[config.mk]
export PLATFORM = sky130hd
export DESIGN_NAME = muldiv_ctrl
export DESIGN_NICKNAME = d
export VERILOG_FILES = /design/src/rtl/muldiv_ctrl.sv
export SDC_FILE = /design/constraint.sdc
export NUM_CORES = 1
export LEC_CHECK = 0
export ABC_AREA = 0
export CAP_MARGIN = 10
export CORE_ASPECT_RATIO = 2
export CORE_UTILIZATION = 63
export DETAILED_ROUTE_END_ITERATION = 8
export PLACE_DENSITY = 0.85
export SLEW_MARGIN = 25
export SYNTH_ARGS = -nofsm -noshare
export SYNTH_HDL_FRONTEND = slang
export SYNTH_SLANG_ARGS = --single-unit
export TNS_END_PERCENT = 100
[constraint.sdc]
create_clock -name clock -period 5.9 [get_ports clock]
set_input_delay 1.18 -clock clock [delete_from_list [all_inputs] [get_ports clock]]
set_output_delay 1.18 -clock clock [all_outputs]
set_load 0.03 [all_outputs]
[src/rtl/muldiv_ctrl.sv]
// Iterative MULT/MULTU/DIV/DIVU unit owning the HI/LO registers.
// Ports: clock, reset_n, start, op, rs, rt, mf_req, mthi, mtlo, mt_data -> busy, done, stall, hi, lo.
module muldiv_ctrl (
    input  logic        clock,
    input  logic        reset_n,
    input  logic        start,
    input  logic [1:0]  op,
    input  logic [31:0] rs,
    input  logic [31:0] rt,
    input  logic        mf_req,
    input  logic        mthi,
    input  logic        mtlo,
    input  logic [31:0] mt_data,
    output logic        busy,
    output logic        done,
    output logic        stall,
    output logic [31:0] hi,
    output logic [31:0] lo
);

    localparam logic [1:0] S_IDLE = 2'd0;
    localparam logic [1:0] S_CALC = 2'd1;
    localparam logic [1:0] S_FIX  = 2'd2;

    logic [1:0]  state;
    logic [4:0]  cnt;
    logic [31:0] d_reg;
    logic [31:0] p_hi;
    logic [31:0] p_lo;
    logic        is_div;
    logic        neg_res;
    logic        neg_rem;
    logic        div0;

    logic        op_signed;
    logic        rs_neg;
    logic        rt_neg;
    logic [31:0] abs_rs;
    logic [31:0] abs_rt;
    logic [32:0] mul_sum;
    logic [32:0] div_sh;
    logic        div_ge;
    logic [31:0] div_diff;
    logic [63:0] prod;
    logic [63:0] prod_neg;

    assign op_signed = ~op[0];
    assign rs_neg    = op_signed & rs[31];
    assign rt_neg    = op_signed & rt[31];
    assign abs_rs    = rs_neg ? (~rs + 32'd1) : rs;
    assign abs_rt    = rt_neg ? (~rt + 32'd1) : rt;

    // multiply: d_reg = multiplicand, p_lo shifts the multiplier out
    assign mul_sum = {1'b0, p_hi} + (p_lo[0] ? {1'b0, d_reg} : 33'd0);

    // divide: p_hi = partial remainder, p_lo shifts dividend out / quotient in
    assign div_sh   = {p_hi, p_lo[31]};
    assign div_ge   = (div_sh >= {1'b0, d_reg});
    // when div_ge, the true difference is below d_reg, so 32 bits suffice
    assign div_diff = div_sh[31:0] - d_reg;

    assign prod     = {p_hi, p_lo};
    assign prod_neg = ~prod + 64'd1;

    assign stall = busy & (start | mf_req | mthi | mtlo);

    always_ff @(posedge clock or negedge reset_n) begin
        if (!reset_n) begin
            state   <= S_IDLE;
            cnt     <= 5'd0;
            busy    <= 1'b0;
            done    <= 1'b0;
            hi      <= 32'd0;
            lo      <= 32'd0;
            d_reg   <= 32'd0;
            p_hi    <= 32'd0;
            p_lo    <= 32'd0;
            is_div  <= 1'b0;
            neg_res <= 1'b0;
            neg_rem <= 1'b0;
            div0    <= 1'b0;
        end else begin
            done <= 1'b0;
            if (state == S_IDLE) begin
                if (start) begin
                    d_reg   <= op[1] ? abs_rt : abs_rs;
                    p_lo    <= op[1] ? abs_rs : abs_rt;
                    p_hi    <= 32'd0;
                    is_div  <= op[1];
                    neg_res <= rs_neg ^ rt_neg;
                    neg_rem <= rs_neg;
                    div0    <= op[1] & (rt == 32'd0);
                    cnt     <= 5'd0;
                    busy    <= 1'b1;
                    state   <= S_CALC;
                end else begin
                    if (mthi) hi <= mt_data;
                    if (mtlo) lo <= mt_data;
                end
            end else if (state == S_CALC) begin
                if (is_div) begin
                    p_hi <= div_ge ? div_diff : div_sh[31:0];
                    p_lo <= {p_lo[30:0], div_ge};
                end else begin
                    {p_hi, p_lo} <= {mul_sum, p_lo[31:1]};
                end
                cnt <= cnt + 5'd1;
                if (cnt == 5'd31) state <= S_FIX;
            end else if (state == S_FIX) begin
                if (is_div) begin
                    // divide by zero: quotient all ones, remainder restores to rs
                    lo <= div0 ? 32'hFFFF_FFFF
                               : (neg_res ? (~p_lo + 32'd1) : p_lo);
                    hi <= neg_rem ? (~p_hi + 32'd1) : p_hi;
                end else begin
                    {hi, lo} <= neg_res ? prod_neg : prod;
                end
                done  <= 1'b1;
                busy  <= 1'b0;
                state <= S_IDLE;
            end else begin
                state <= S_IDLE;
                busy  <= 1'b0;
            end
        end
    end

endmodule

==> results <==
- The flow ran to the end, and the final reports show no timing, DRC or antenna violations.
- The path depth of the worst reg2reg path is 14.
- The congestion estimate from routability-driven global placement came to 1.09.
- The classification of the worst setup path is reg2reg.
- The cell chosen for the clock root is clkbuf_16.
- The beginning of the worst register-to-register path is p_lo[0].
- The max-capacitance violation count is 0.
- The number of cells produced by synthesis is 1,917.
- The combined area of the multi-input logic cells is 9730 sq um.
- The number of design rule violations left after detail routing is 0.
- The port buffer count is 170.
- Setup repair after global routing left no endpoint under its margin.
- The transition time of the tightest slew-check pin is 0.962 ns.
- The most used flip-flop cell after synthesis is dfrtp_1.
- The number of global-route vias before repair is 15,400.
- The final-layout fill cell count is 1,891.
- The longest clock path from root to sink contains 2 buffers.
- The number of post-CTS setup repair buffers is 0.
- The total die area is 24,100 sq um.
- The number of nets in the synthesized netlist is 2,093.
- The fraction of synthesis flops using an asynchronous set or reset pin is 1.00.
- The combined global-route utilization of all metal layers is 0.478.
- STA classifies the critical path startpoint as a flip-flop.
- For the worst setup path, the data required time is 6.29 ns.
- The overall die width is 110 microns.
- After layout, the minimum clock period comes to 3.97 ns.
- The per-cell routed wire length is 24.3 microns.
- The number of search-and-repair iterations in the first detailed-routing pass is 6.
- For this configuration, the core starts out at a cell density of 0.646.
- The critical-path maximum fanout is 6.
- Static timing analysis puts the maximum clock frequency at 252 MHz.
- The mapped cell area is 14,800 sq um.
- The clock drives 173 sinks.
- In this run the most critical hold path is launched from lo[13].
- At the worst endpoint, the arrival time is 4.36 ns.
- The synthesized design contains 0 enable-type register cells.
- The final layout contains routed wiring with a total length of 55,900 microns.
- The maximum number of pins on one net before global-route repair is 85.
- The end point of the most critical hold path is lo[13].
- The detailed-placement wirelength estimate is 42,500 microns.
- The hold buffer count at cts is 0.
- The worst slew margin relative to its limit is 0.357.
- The largest voltage drop on the vdd net is 0.550 mV.
- The minimum setup slack among reg-to-reg paths is 1.93 ns.
- Across all hold checks on the routed design, the worst slack comes to 0.477 ns.
- The critical path's most frequent cell is a21oi_1.
- The first global-routing pass estimated 84,900 microns of wire.
- The period utilization is 0.674.
- The leftover overflow at the end of global routing is 0.
- The count of cell types in the netlist is 77.
- Row generation in the floorplan step produced 78 rows.
- The clock-pin slew on the worst setup and hold paths is 0.07 ns.
- The setup clock skew after layout is 0.0121 ns.
- The setup TNS is 0 ns.
- In this run the worst setup path begins at p_lo[0].
- The die span in y is 218 microns.
- Overall power consumption after layout is estimated at 0.0121 W.
- Relative to the synthesized area, the layout overhead comes to 15.7%.
- The number of buffers inserted during clock tree synthesis is 17.
- The delay of the slowest cell on the worst path is 0.67 ns.
- The clock latency at the later pin of the worst-skew pair is 0.47 ns.
- The number of max-slew violations in the final report is 0.
- The worst setup path is captured at a flip-flop.
- The power density of the placed cells is 711 nW/um^2.
- Along the worst hold path, the cell count comes to 2.
- Once detail routing completed, the nets flagged for antenna violations numbered 0.
- The critical path goes through and2_1, ha_1, inv_1, fa_1, nand2b_1, a21o_1, a31oi_1, a221o_1, a311o_1, a21oi_1, o41ai_1, xor2_1, o21ai_0, a21oi_1.
- In this run the critical register-to-register path is captured at p_hi[29].
- Of the cells placed in the final design, the portion with a size suffix greater than 1 is 0.0506.
- Summed over all cells, the static leakage comes to 7.02 nW.
- The number of DRC markers after the initial detailed-route iteration is 1,424.
- The initial antenna violation count was 1.
- For this block, the via count after detailed routing is 15,700.
- The I/O pin count is 171.
- The region available for standard cell placement spans 22,800 sq um.
- The number of hold violations in the final report was 0.
- Among all stages on the critical path, the largest delay is contributed by o41ai_1.
- The combined flip-flop and latch cell area is 4330 sq um.
- Dividing the detail-routed via count by the number of cells gives 6.83.
- In the final design database the tool counted 2,177 nets.
- In this run the worst hold path is classified as reg2reg.
- The number of setup violations in the final report is 0.
- TritonCTS built the clock tree.
- After synthesis the netlist holds a flip-flop and latch count of 173.
- The mean instance size in the synthesized netlist is 7.70 sq um.
- The clock tree synthesis step divided the H-tree into 4 levels.
- After clock tree synthesis, the repair step resized 0 gates.
- For this run, the number of Yosys warnings is 0.
- The sequential area share after synthesis is 0.293.
## cell usage after synthesis (all sizes together) (7+ instances only)
cell type,instances,share of area
mux2,8,0.0061
a31oi,21,0.0099
o31ai,26,0.014
o41ai,13,0.0095
or3,22,0.011
nor3,38,0.017
nand2,209,0.054
o22ai,32,0.014
buf,23,0.0076
o21bai,10,0.0051
a211oi,14,0.0075
nor2,187,0.048
clkbuf,102,0.026
a22oi,16,0.0081
and3,8,0.0034
nor2b,14,0.0061
xor2,60,0.036
a21oi,188,0.064
mux2i,37,0.025
nand4,13,0.0055
or4,13,0.0074
nor4,15,0.0064
and2,8,0.0036
inv,65,0.017
o211ai,26,0.013
ha,70,0.059
xnor2,116,0.069
nand3,42,0.015
nand2b,22,0.0093
o21a,7,0.0036
dfrtp,173,0.29
a21o,24,0.012
o21ai,239,0.081
## critical path: cells and delay by family, from the launching register on
kind                     cells  cell delay (ns)
XOR/XNOR                     1             0.18
AO/OA/AOI/OAI                8             2.16
adder cells (fa/ha/maj)      2             0.63
buffers and inverters        1             0.07
AND/OR/NAND/NOR              2             0.38
flip-flops                   1             0.47
## cell usage in the layout (no fill, tap or decap), types with 7 or more instances in the layout
cell type,n
o21ai_0,237
nand2_1,208
a21oi_1,186
nor2_1,183
dfrtp_1,172
clkdlybuf4s50_1,168
xnor2_1,116
ha_1,70
inv_1,64
xor2_1,60
nand3_1,40
mux2i_1,37
nor3_1,32
o22ai_1,32
o211ai_1,26
o31ai_1,24
a21o_1,24
nand2b_1,22
a31oi_1,20
buf_4,20
or3_1,18
clkbuf_16,17
a22oi_1,16
nor4_1,15
nand4_1,13
a211oi_1,13
nor2b_1,12
o41ai_1,11
o21bai_1,10
or4_1,10
and3_1,8
mux2_2,8
and2_1,7
o21a_1,7
## worst max path at each step
stage                          end  cells past startpoint  slack (ns)
after floorplan           p_lo[23]                     10        2.55
after global placement    p_lo[30]                      9        1.87
after detailed placement  p_lo[31]                     10        1.76
after CTS                 p_hi[29]                     14        2.06
after global routing      p_hi[31]                     13        1.75
final                     p_hi[29]                     14        1.93
## logic make-up after synthesis
kind of cell               count (synthesis)  synth area share
AOI/OAI and AO/OA                        659             0.268
xor gates and xnor gates                 176             0.104
adders and majority gates                 72            0.0620
buffers and inverters                    190            0.0501
DFF                                      173             0.293
muxes                                     45            0.0312
and+or+nand+nor                          602             0.191
## metal layers
layer / wire length [microns] / track usage
met2: 26900 / 0.781
met4: 7080 / 0.488
met5: 13 / 0
met3: 4960 / 0.147
met1: 17000 / 0.447
## final cells by class
cell class,instances,area share
Sequential cell,173,0.253
Clock buffer,20,0.0261
Multi-Input combinational cell,1554,0.569
Clock inverter,12,0.00791
Timing Repair Buffer,190,0.108
Antenna cell,1,0.000146
Tap cell,280,0.0205
Inverter,65,0.0143
## power breakdown
part | switching, W | total, W | internal (W) | leakage (nW)
combinational | 0.00507 | 0.00827 | 0.00320 | 4.67
clock | 0.000521 | 0.00116 | 0.000638 | 0.279
sequential | 0.000933 | 0.00272 | 0.00178 | 2.07
## through the flow
stage / worst slack (ns) / instance area, sq um / std cells / utilization
floorplan: 2.55 / 14800 / 1917 / -
global placement: 1.87 / 16500 / 2262 / 0.722
detailed placement: 1.76 / 16500 / 2262 / 0.722
CTS: 2.06 / 17100 / 2294 / 0.748
global route: 1.75 / 17100 / 2294 / 0.748
finish: 1.93 / 17100 / 2295 / 0.748
Note: power is estimated with default switching activity, not from simulation.
